`config.mk`:
```
export PLATFORM = sky130hd
export DESIGN_NAME = hazard_control
export DESIGN_NICKNAME = d
export VERILOG_FILES = /design/src/rtl/hazard_control.sv
export SDC_FILE = /design/constraint.sdc
export NUM_CORES = 1
export LEC_CHECK = 0
export ABC_AREA = 1
export CAP_MARGIN = 20
export CORE_ASPECT_RATIO = 1.1
export CORE_MARGIN = 2
export CORE_UTILIZATION = 54
export CTS_BUF_LIST = sky130_fd_sc_hd__clkbuf_4 sky130_fd_sc_hd__clkbuf_8
export DETAILED_ROUTE_END_ITERATION = 10
export GPL_TIMING_DRIVEN = 1
export PLACE_DENSITY = 0.93
export REMOVE_ABC_BUFFERS = 1
export SYNTH_ARGS = -nofsm -noshare
export SYNTH_HDL_FRONTEND = slang
export SYNTH_SLANG_ARGS = --single-unit
```
`constraint.sdc`:
```
create_clock -name clk -period 2.13 [get_ports clk]
set_clock_uncertainty 0.05 [all_clocks]
set_input_delay 0.426 -clock clk [delete_from_list [all_inputs] [get_ports clk]]
set_output_delay 0.426 -clock clk [all_outputs]
set_load 0.02 [all_outputs]
```
`src/rtl/hazard_control.sv`:
```
// Pipeline hazard controller for the 5-stage MIPS core: tracks in-flight destinations
// and Tnew in E/M/W shadow registers and derives stall plus forwarding-mux selects.
module hazard_control #(
    parameter int         ADDR_W    = 5,
    parameter logic [1:0] TUSE_NONE = 2'd3
) (
    input  logic              clk,
    input  logic              reset,
    input  logic [ADDR_W-1:0] rsD,
    input  logic [ADDR_W-1:0] rtD,
    input  logic [1:0]        rsTuseD,
    input  logic [1:0]        rtTuseD,
    input  logic [ADDR_W-1:0] dstD,
    input  logic              regWriteD,
    input  logic [1:0]        tNewD,
    output logic              stall,
    output logic [1:0]        fwdRsD,
    output logic [1:0]        fwdRtD,
    output logic [1:0]        fwdRsE,
    output logic [1:0]        fwdRtE
);

    // Shadow state: _p0 = E, _p1 = M, _p2 = W. Tnew in W is always 0, so it is not stored.
    logic [ADDR_W-1:0] dst_p0, dst_p1, dst_p2;
    logic [1:0]        tnew_p0, tnew_p1;
    logic [ADDR_W-1:0] rs_p0, rt_p0;

    function automatic logic [1:0] sat_dec(input logic [1:0] t);
        return (t == 2'd0) ? 2'd0 : t - 2'd1;
    endfunction

    function automatic logic src_stall(
        input logic [ADDR_W-1:0] src,
        input logic [1:0]        tuse,
        input logic [ADDR_W-1:0] dst_e,
        input logic [1:0]        tnew_e,
        input logic [ADDR_W-1:0] dst_m,
        input logic [1:0]        tnew_m
    );
        logic active;
        active = (src != '0) && (tuse != TUSE_NONE);
        return active && (((dst_e == src) && (tnew_e > tuse)) ||
                          ((dst_m == src) && (tnew_m > tuse)));
    endfunction

    // $0 never forwards, even though bubbles and non-writers carry dst = 0.
    function automatic logic [1:0] fwd_d_sel(
        input logic [ADDR_W-1:0] src,
        input logic [ADDR_W-1:0] dst_e,
        input logic [1:0]        tnew_e,
        input logic [ADDR_W-1:0] dst_m,
        input logic [1:0]        tnew_m
    );
        logic [1:0] sel;
        sel = 2'd0;
        if (src != '0) begin
            if ((dst_e == src) && (tnew_e == 2'd0)) begin
                sel = 2'd1;
            end else if ((dst_m == src) && (tnew_m == 2'd0)) begin
                sel = 2'd2;
            end
        end
        return sel;
    endfunction

    function automatic logic [1:0] fwd_e_sel(
        input logic [ADDR_W-1:0] src,
        input logic [ADDR_W-1:0] dst_m,
        input logic [1:0]        tnew_m,
        input logic [ADDR_W-1:0] dst_w
    );
        logic [1:0] sel;
        sel = 2'd0;
        if (src != '0) begin
            if ((dst_m == src) && (tnew_m == 2'd0)) begin
                sel = 2'd1;
            end else if (dst_w == src) begin
                sel = 2'd2;
            end
        end
        return sel;
    endfunction

    always_comb begin
        stall  = src_stall(rsD, rsTuseD, dst_p0, tnew_p0, dst_p1, tnew_p1) |
                 src_stall(rtD, rtTuseD, dst_p0, tnew_p0, dst_p1, tnew_p1);
        fwdRsD = fwd_d_sel(rsD, dst_p0, tnew_p0, dst_p1, tnew_p1);
        fwdRtD = fwd_d_sel(rtD, dst_p0, tnew_p0, dst_p1, tnew_p1);
        fwdRsE = fwd_e_sel(rs_p0, dst_p1, tnew_p1, dst_p2);
        fwdRtE = fwd_e_sel(rt_p0, dst_p1, tnew_p1, dst_p2);
    end

    always_ff @(posedge clk or posedge reset) begin
        if (reset) begin
            dst_p0  <= '0;
            tnew_p0 <= 2'd0;
            rs_p0   <= '0;
            rt_p0   <= '0;
            dst_p1  <= '0;
            tnew_p1 <= 2'd0;
            dst_p2  <= '0;
        end else begin
            // D -> E: a stall injects a bubble while D is held upstream
            if (stall) begin
                dst_p0  <= '0;
                tnew_p0 <= 2'd0;
                rs_p0   <= '0;
                rt_p0   <= '0;
            end else begin
                dst_p0  <= regWriteD ? dstD : '0;
                tnew_p0 <= sat_dec(tNewD);
                rs_p0   <= rsD;
                rt_p0   <= rtD;
            end
            // E -> M
            dst_p1  <= dst_p0;
            tnew_p1 <= sat_dec(tnew_p0);
            // M -> W
            dst_p2  <= dst_p1;
        end
    end

endmodule

```
-- Yosys cells after proc, flatten, opt, wreduce, memory -nomap -nowiden
Cells that the tools add are included.
- equal/unequal tests: 10
- reductions and logical operators: 23
- bitwise operators: 1
- order comparisons: 4
- $add $sub $neg: 2
- muxes and demuxes: 19
- operator list (kind ; count):
    5-bit == test ; 8
    2-bit two-way mux ; 15
    5-bit two-way mux ; 4
    5-bit nonzero test ; 4
    1-bit logical AND ; 14
    2-bit greater-than comparator ; 4
    2-bit zero test ; 3
    2-bit != test (second input constant) ; 2
    2-bit by 1-bit subtractor with 2-bit output (second input constant) ; 2
    1-bit logical OR ; 2
    1-bit bitwise OR ; 1
- register bits after elaboration: 29
- logic and storage cells: 66
- input bits: 24

-- Logic depth before layout (Yosys ltp)
Gate-level depths: netlist of run 1.
- depth after elaboration: 6
- mapped depth: 11

-- Least setup slack after synthesis of run 1
Ideal clock, no wire load.
- kind: in2out
- start: in rtTuseD[1]
- end: out stall
- arrival time: 1.453 ns
- required time: 1.654 ns
- stages on the path: 9
- setup slack: 0.201 ns
- buffers on the path: 1
- path through: inv_1 ha_1 nand2_1 a21boi_0 nand4_1 nand2_1 nand2_1 nand2_4 buf_6
- longest elaborated chain between the ends: 5
- RTL lines (item ; RTL line ; RTL):
    from (decl) ; 12 ; input logic [1:0] rtTuseD,
    2-bit greater-than comparator, on equally long branches ; 42, 43 ;
    1-bit logical AND, on equally long branches ; 42, 43 ;
    1-bit logical OR ; 42 ; return active && (((dst_e == src) && (tnew_e > tuse)) ||
    1-bit logical AND (*) ; 42 ;
    1-bit bitwise OR (*) ; 85 ; stall = src_stall(rsD, rsTuseD, dst_p0, tnew_p0, dst_p1, tnew_p1) |
    to (decl) ; 16 ; output logic stall,
Mark *: on every way between the ends. The rest lies on a longest branch, timed or not.

-- Worst setup path after layout of run 1
- start: reg tnew_p1[1]
- end: out stall
- longest elaborated chain between the ends: 5
- RTL lines (item ; RTL line ; RTL):
    from (decl) ; 25 ; logic [1:0] tnew_p0, tnew_p1;
    from (signal assigned) ; 117 ; tnew_p1 <= sat_dec(tnew_p0);
    2-bit greater-than comparator ; 43 ; ((dst_m == src) && (tnew_m > tuse)));
    1-bit logical AND ; 43 ;
    1-bit logical OR ; 42 ;
    1-bit logical AND ; 42 ;
    1-bit bitwise OR (*) ; 85 ;
Marks and branches as above.

==> impl_metrics.yaml, run 1 <==
floorplanning:
  start_util_pct: 55.35
  pin_count: 33
  die_h_um: 64.77
  die_area_um2: 3837
  rows: 22
  coreArea_um2: 3276
  fp.dieW_um: 59.25
min_path:
  hold_class: "flop to flop"
  min_path_cells: 0
final_layout:
  final_nets: 346
  regArea_um2: 730.7
  area_growth_pct: 48.17
  insertedDiodeCount: 0
  n_fill_cell: 160
  multiInputGateArea_um2: 1122
  drive_above_1_share_pct: 33.12
run:
  max_cap_viol_count: 0
sta:
  setup_viol: 7
  setup_tns_ns: -0.6995
  min_period_over_period_pct: 109.7
  max_slew_margin_pct: 74.23
  drv_slew: 0
  max_clock_freq_mhz: 427.9
  worst_slack_ns: -0.2070
  period_needed_ns: 2.337
  tightest_slew_ns: 0.3866
  finalHoldViolations: 0
  rsz0062_at_grt: "yes"
grt:
  grt_max_degree: 30
  first_global_vias: 2161
  track_usage_pct: 38.04
  grt_first_pass_wirelength_um: 10350
  grt_overflow: 0
  antenna_found_initial: 0
yosys:
  synth_seq_cells: 29
  syn_area_per_cell_um2: 7.554
  yosysMostFrequentCell: "nand2_1"
  synth-main-ff-cell: "dfrtp_1"
  netlist.area_leader.share_pct: 40.03
  yosysTopAreaCell: "dfrtp_1"
  yosysWarnings: 0
  ys_types: 23
  synth_area_leaders: "dfrtp_1 (40%), nand2_1 (14%), xnor2_1 (7.7%)"
  ys_seq_area_share_pct: 40.03
  postSynthCellCount: 240
  synth_area_um2: 1813
  synth_edf_count: 0
  async_flop_share_pct: 100.0
  synth_commonest_cells: "nand2_1 (66), inv_1 (37), nor2_1 (30), dfrtp_1 (29), xnor2_1 (16)"
routing:
  post_drt_wl_per_cell_um: 19.58
  vias: 2042
  drt_iter0_markers: 156
  drc: 0
  ant_nets: 0
  finalWirelength_um: 6852
  viasPerCell: 5.834
  dr.pass1.iters: 5
placed_design:
  pre_cts_slack_ns: -0.8705
  gp_congestion: 0.9077
  port_buffers: 32
  dp_hpwl_um: 3648
cts:
  cts_tree: "yes"
  cts_inserted_buffers: 5
  cts_buffer_depth: 2
  cts_hold_buf: 0
  clk_latency_ns: 0.34
  clk_pin_slew_ns: 0.10
  clkSinkCount: 29
  cts_htree_levels: 2
  cts_root_buffer: "clkbuf_4"
pwr:
  leakage_nw: 1.374
  ir_drop_uv: 510.3
  swShare_pct: 33.23
  internal_power_mw: 0.9571
  seqPwrFrac_pct: 44.1
  combinationalPowerShare_pct: 30.6
  powerDensity_nw_per_um2: 533.6
  power.switching_mw: 0.4763
  clkPwrFrac_pct: 25.3
critical_path:
  cp_data_arrival_time_ns: 1.86
  r2r_cells: 12
  start_kind: "flop"
  endpoint_kind: "primary output"
  worst-path-max-fanout: 2
  crit_type: "flop to primary output"
  required_ns: 1.65
outcome:
  status: "finished, violations left"
  violations: "negative setup slack"
-- metal layers --
layer  GRT usage (%)  wire, um
met1           39.01      2286
met3           10.18       555
met5               0         0
met2           62.36      3365
met4           32.10       644
-- flip-flops by register name, summed over array words and instances (netlist names) --
name,count
tnew_p0,2
rt_p0,5
rs_p0,5
tnew_p1,2
dst_p1,5
dst_p2,5
dst_p0,5
-- power by group through the flow --
stage / registers (mW) / clock network, mW / logic, mW
3_3_place_gp: 0.632 / 0 / 0.321
5_1_grt: 0.636 / 0.384 / 0.466
6_report: 0.632 / 0.363 / 0.439
4_1_cts: 0.626 / 0.355 / 0.375
3_5_place_dp: 0.636 / 0 / 0.336
2_1_floorplan: 0.628 / 0 / 0.175
-- final timing paths --
check	startpoint	end	slack, ns
worst max register to register	tnew_p1[1]	rt_p0[1]	0.05
worst min-delay path	dst_p0[2]	dst_p1[2]	0.39
worst max-delay path	tnew_p1[1]	stall	-0.21
min in group asynchronous	reset	tnew_p0[0]	0.44
max in group asynchronous	reset	dst_p1[3]	1.28
worst min register to register	dst_p0[2]	dst_p1[2]	0.39
-- cells in the final DEF, fill, tap and decap left out, types with 3 or more instances in the layout --
cell type	count
buf_6	8
inv_2	9
clkbuf_4	6
nor3_1	5
buf_4	36
dlygate4sd2_1	14
a21oi_2	4
nand4_1	6
nor2_4	3
a21boi_2	3
nand2_1	59
inv_1	30
nand2_2	8
clkdlybuf4s50_1	9
xnor2_1	13
ha_1	6
dfrtp_1	25
dfrtp_2	4
xnor2_2	3
nor3_4	3
xor2_1	8
nand3_1	7
nor2_1	25
-- kinds of logic (layout without fill, tap and decap cells) --
group / Yosys count / after routing / synth area share [%]
AOI/OAI and AO/OA: 9 / 9 / 3.243
DFF: 29 / 29 / 40.03
buffers and inverters: 41 / 115 / 8.971
xor gates and xnor gates: 25 / 25 / 12.08
and+or+nand+nor: 128 / 128 / 30.16
adders and majority gates: 8 / 8 / 5.521
-- layout make-up --
type,instances,share of cell area (%)
clock buffers,7,2.189
inverters,39,5.449
multi-input cells,170,41.78
flip-flops and latches,29,27.20
well taps,36,1.677
repair buffers,69,21.70
-- worst max-delay path, cell delays in order (launching register included) --
cell     delay, ns
dfrtp_1       0.43
buf_6         0.15
ha_4          0.27
nand2_2       0.05
a21oi_2       0.15
nand4_1       0.09
nand2_1       0.10
nand2_2       0.08
nand2_4       0.08
buf_6         0.11
-- stage by stage --
step	std cells	hold WS (ns)	util [%]	power, mW	area, um2
after global placement	336	0.3628	72.88	0.9533	2387
final	350	0.3903	82.01	1.433	2686
after CTS	349	0.3868	79.37	1.356	2600
after detailed placement	336	0.3680	72.88	0.9720	2387
after global routing	350	0.4097	82.01	1.486	2686
after floorplan	238	0.3446	-	0.8031	1797
-- repair_timing --
item,in CTS,in global routing
endpoints found under the hold margin,0,0
setup buffers,6,1
pin swaps,22,21
gates resized for setup,99,27
setup endpoints to repair,9,9
(Power assumes the default switching activity.)
==> run 2, diff against run 1 <==
--- a/config.mk
+++ b/config.mk
@@ -5,11 +5,10 @@
 export SDC_FILE = /design/constraint.sdc
 export NUM_CORES = 1
 export LEC_CHECK = 0
-export ABC_AREA = 1
 export CAP_MARGIN = 20
 export CORE_ASPECT_RATIO = 1.1
 export CORE_MARGIN = 2
-export CORE_UTILIZATION = 54
+export CORE_UTILIZATION = 53
 export CTS_BUF_LIST = sky130_fd_sc_hd__clkbuf_4 sky130_fd_sc_hd__clkbuf_8
 export DETAILED_ROUTE_END_ITERATION = 10
 export GPL_TIMING_DRIVEN = 1
==> impl_metrics.yaml, run 2 <==
outcome:
  status: "finished, violations left"
  violations: "negative setup slack"
grt:
  first_global_vias: 1885
  track_usage_pct: 38.14
  antenna_found_initial: 0
  grt_overflow: 0
  grt_first_pass_wirelength_um: 9791
  grt_max_degree: 30
cts:
  cts_tree: "yes"
  cts_root_buffer: "clkbuf_4"
  cts_hold_buf: 0
  clkSinkCount: 29
  cts_buffer_depth: 2
  cts_htree_levels: 2
  cts_inserted_buffers: 5
  clk_latency_ns: 0.35
  clk_pin_slew_ns: 0.11
sta:
  drv_slew: 0
  period_needed_ns: 2.540
  min_period_over_period_pct: 119.2
  max_clock_freq_mhz: 393.7
  setup_viol: 9
  worst_slack_ns: -0.4098
  finalHoldViolations: 0
  max_slew_margin_pct: 74.40
  tightest_slew_ns: 0.3840
  rsz0062_at_grt: "yes"
floorplanning:
  pin_count: 33
  coreArea_um2: 3022
  die_area_um2: 3592
  rows: 21
  start_util_pct: 54.87
  fp.dieW_um: 57.33
  die_h_um: 62.66
min_path:
  hold_class: "primary input to async pin"
routing:
  finalWirelength_um: 7198
  dr.pass1.iters: 8
  drt_iter0_markers: 128
  highest_layer: "met4"
  ant_nets: 0
  met3_length_um: 613
  viasPerCell: 6.514
  drc: 0
  wl_met1_um: 2513
  wl_met2_um: 3541
  vias: 1824
  post_drt_wl_per_cell_um: 25.71
yosys:
  async_flop_share_pct: 100.0
  netlist.area_leader.share_pct: 43.77
  synth_area_um2: 1658
  syn_area_per_cell_um2: 10.36
  synth_edf_count: 0
  yosysWarnings: 0
  yosysMostFrequentCell: "xnor2_1"
  yosysTopAreaCell: "dfrtp_1"
  synth-main-ff-cell: "dfrtp_1"
  postSynthCellCount: 160
  ys_seq_area_share_pct: 43.77
  synth_seq_cells: 29
  synth_commonest_cells: "xnor2_1 (30), dfrtp_1 (29), and2_1 (11), and3_1 (9), nor2_1 (9)"
  ys_types: 26
  synth_area_leaders: "dfrtp_1 (44%), xnor2_1 (16%), ha_1 (6.0%)"
run:
  max_cap_viol_count: 0
final_layout:
  multiInputGateArea_um2: 1151
  drive_above_1_share_pct: 49.19
  final_nets: 277
  layout_commonest_cell: "buf_4"
  most-common-layout-cells: "buf_4 (46), xnor2_1 (22), dfrtp_1 (21)"
  regArea_um2: 735.7
  insertedDiodeCount: 0
  area_growth_pct: 63.32
  n_fill_cell: 122
pwr:
  leakage_nw: 1.214
  powerDensity_nw_per_um2: 593.3
  power_mw: 1.606
  ir_drop_uv: 636.1
critical_path:
  cp_cell_sequence: "ha_1 -> nor2b_1 -> o21ai_1 -> nor3_2 -> nor4_4 -> inv_1 -> buf_6"
  path_delay_family: "simple AND/OR/NAND/NOR gates"
  start_kind: "flop"
  cp_data_arrival_time_ns: 2.06
  crit_buf_inv: 2
  crit_slowest_cell: "dfrtp_1"
  endpoint_kind: "primary output"
  crit_type: "flop to primary output"
  worst-path-max-fanout: 3
  required_ns: 1.65
  max_stage_delay_ns: 0.47
  r2r_slack_ns: 0.06
placed_design:
  gp_congestion: 0.9154
  dp_hpwl_um: 3310
  pre_cts_slack_ns: -1.011
  port_buffers: 32
run 2: changes by cell type in the layout (fill, tap and decap cells not counted), sizes merged, moves of 14 or more:
cell | before | now
inv | 39 | 6
buf | 46 | 60
nor2 | 30 | 9
xnor2 | 16 | 30
nand2 | 68 | 4
run 2: path summary, 6_finish.rpt:
path                         endpoint  cells after the start  startpoint
max                             stall                      7  tnew_p1[1]
min                        tnew_p0[1]                      3       reset
max reg2reg                 dst_p0[0]                      7  tnew_p1[1]
min reg2reg                 dst_p1[0]                      0   dst_p0[0]
max in group asynchronous   dst_p1[4]                      3       reset
min in group clk             rs_p0[4]                      3      rsD[4]
run 2: through the flow:
step	TNS, ns	area, um2	util (%)	hold WS (ns)	std cells
after detailed placement	-12.20	2261	74.82	0.3794	258
after global placement	-10.95	2261	74.82	0.3791	258
after CTS	-1.538	2623	86.79	0.3761	278
final	-2.159	2708	89.61	0.3982	280
after floorplan	-0.2610	1643	-	0.3608	158
after global routing	-2.696	2708	89.61	0.4039	280
run 2: cell families (layout without fill, tap and decap cells):
family          after synthesis  in the layout  synth area share [%]
compound gates               15             15                 5.736
xor+xnor                     38             38                 20.08
fa+ha+maj                     8              8                 6.038
buf+inv                       8             94                 2.264
flops                        29             29                 43.77
simple gates                 62             62                 22.11
run 2: power breakdown:
part	total, mW	internal (mW)	switching, mW
Combinational	0.459	0.235	0.224
Clock	0.514	0.293	0.221
Sequential	0.633	0.586	0.0474
run 2: layout make-up:
type	count	area share, %
Timing Repair Buffer	80	24.63
Inverter	6	0.8318
Multi-Input combinational cell	123	42.51
Clock inverter	1	1.109
Clock buffer	7	2.172
Sequential cell	29	27.17
Tap cell	34	1.571
run 2: worst min-delay path, delay by kind of cell:
kind / cells / cell delay, ns
buffers and inverters: 3 / 0.80
run 2: per-layer routing:
layer  global-route usage, %  up-vias
met1                   43.85      900
met2                   63.94      151
met4                   24.42        0
met3                   7.039       52
li1                        -      721
met5                       0        -
run 2: what timing repair did:
item	CTS	global route
pin swaps	33	15
setup buffers	12	3
resized for setup	129	18
setup endpoints to repair	26	26
==> run 3, diff against run 2 <==
--- a/config.mk
+++ b/config.mk
@@ -5,7 +5,7 @@
 export SDC_FILE = /design/constraint.sdc
 export NUM_CORES = 1
 export LEC_CHECK = 0
-export CAP_MARGIN = 20
+export CAP_MARGIN = 40
 export CORE_ASPECT_RATIO = 1.1
 export CORE_MARGIN = 2
 export CORE_UTILIZATION = 53
==> results of run 3 <==
No change in the layout: final DEF, timing and power equal those of run 2.
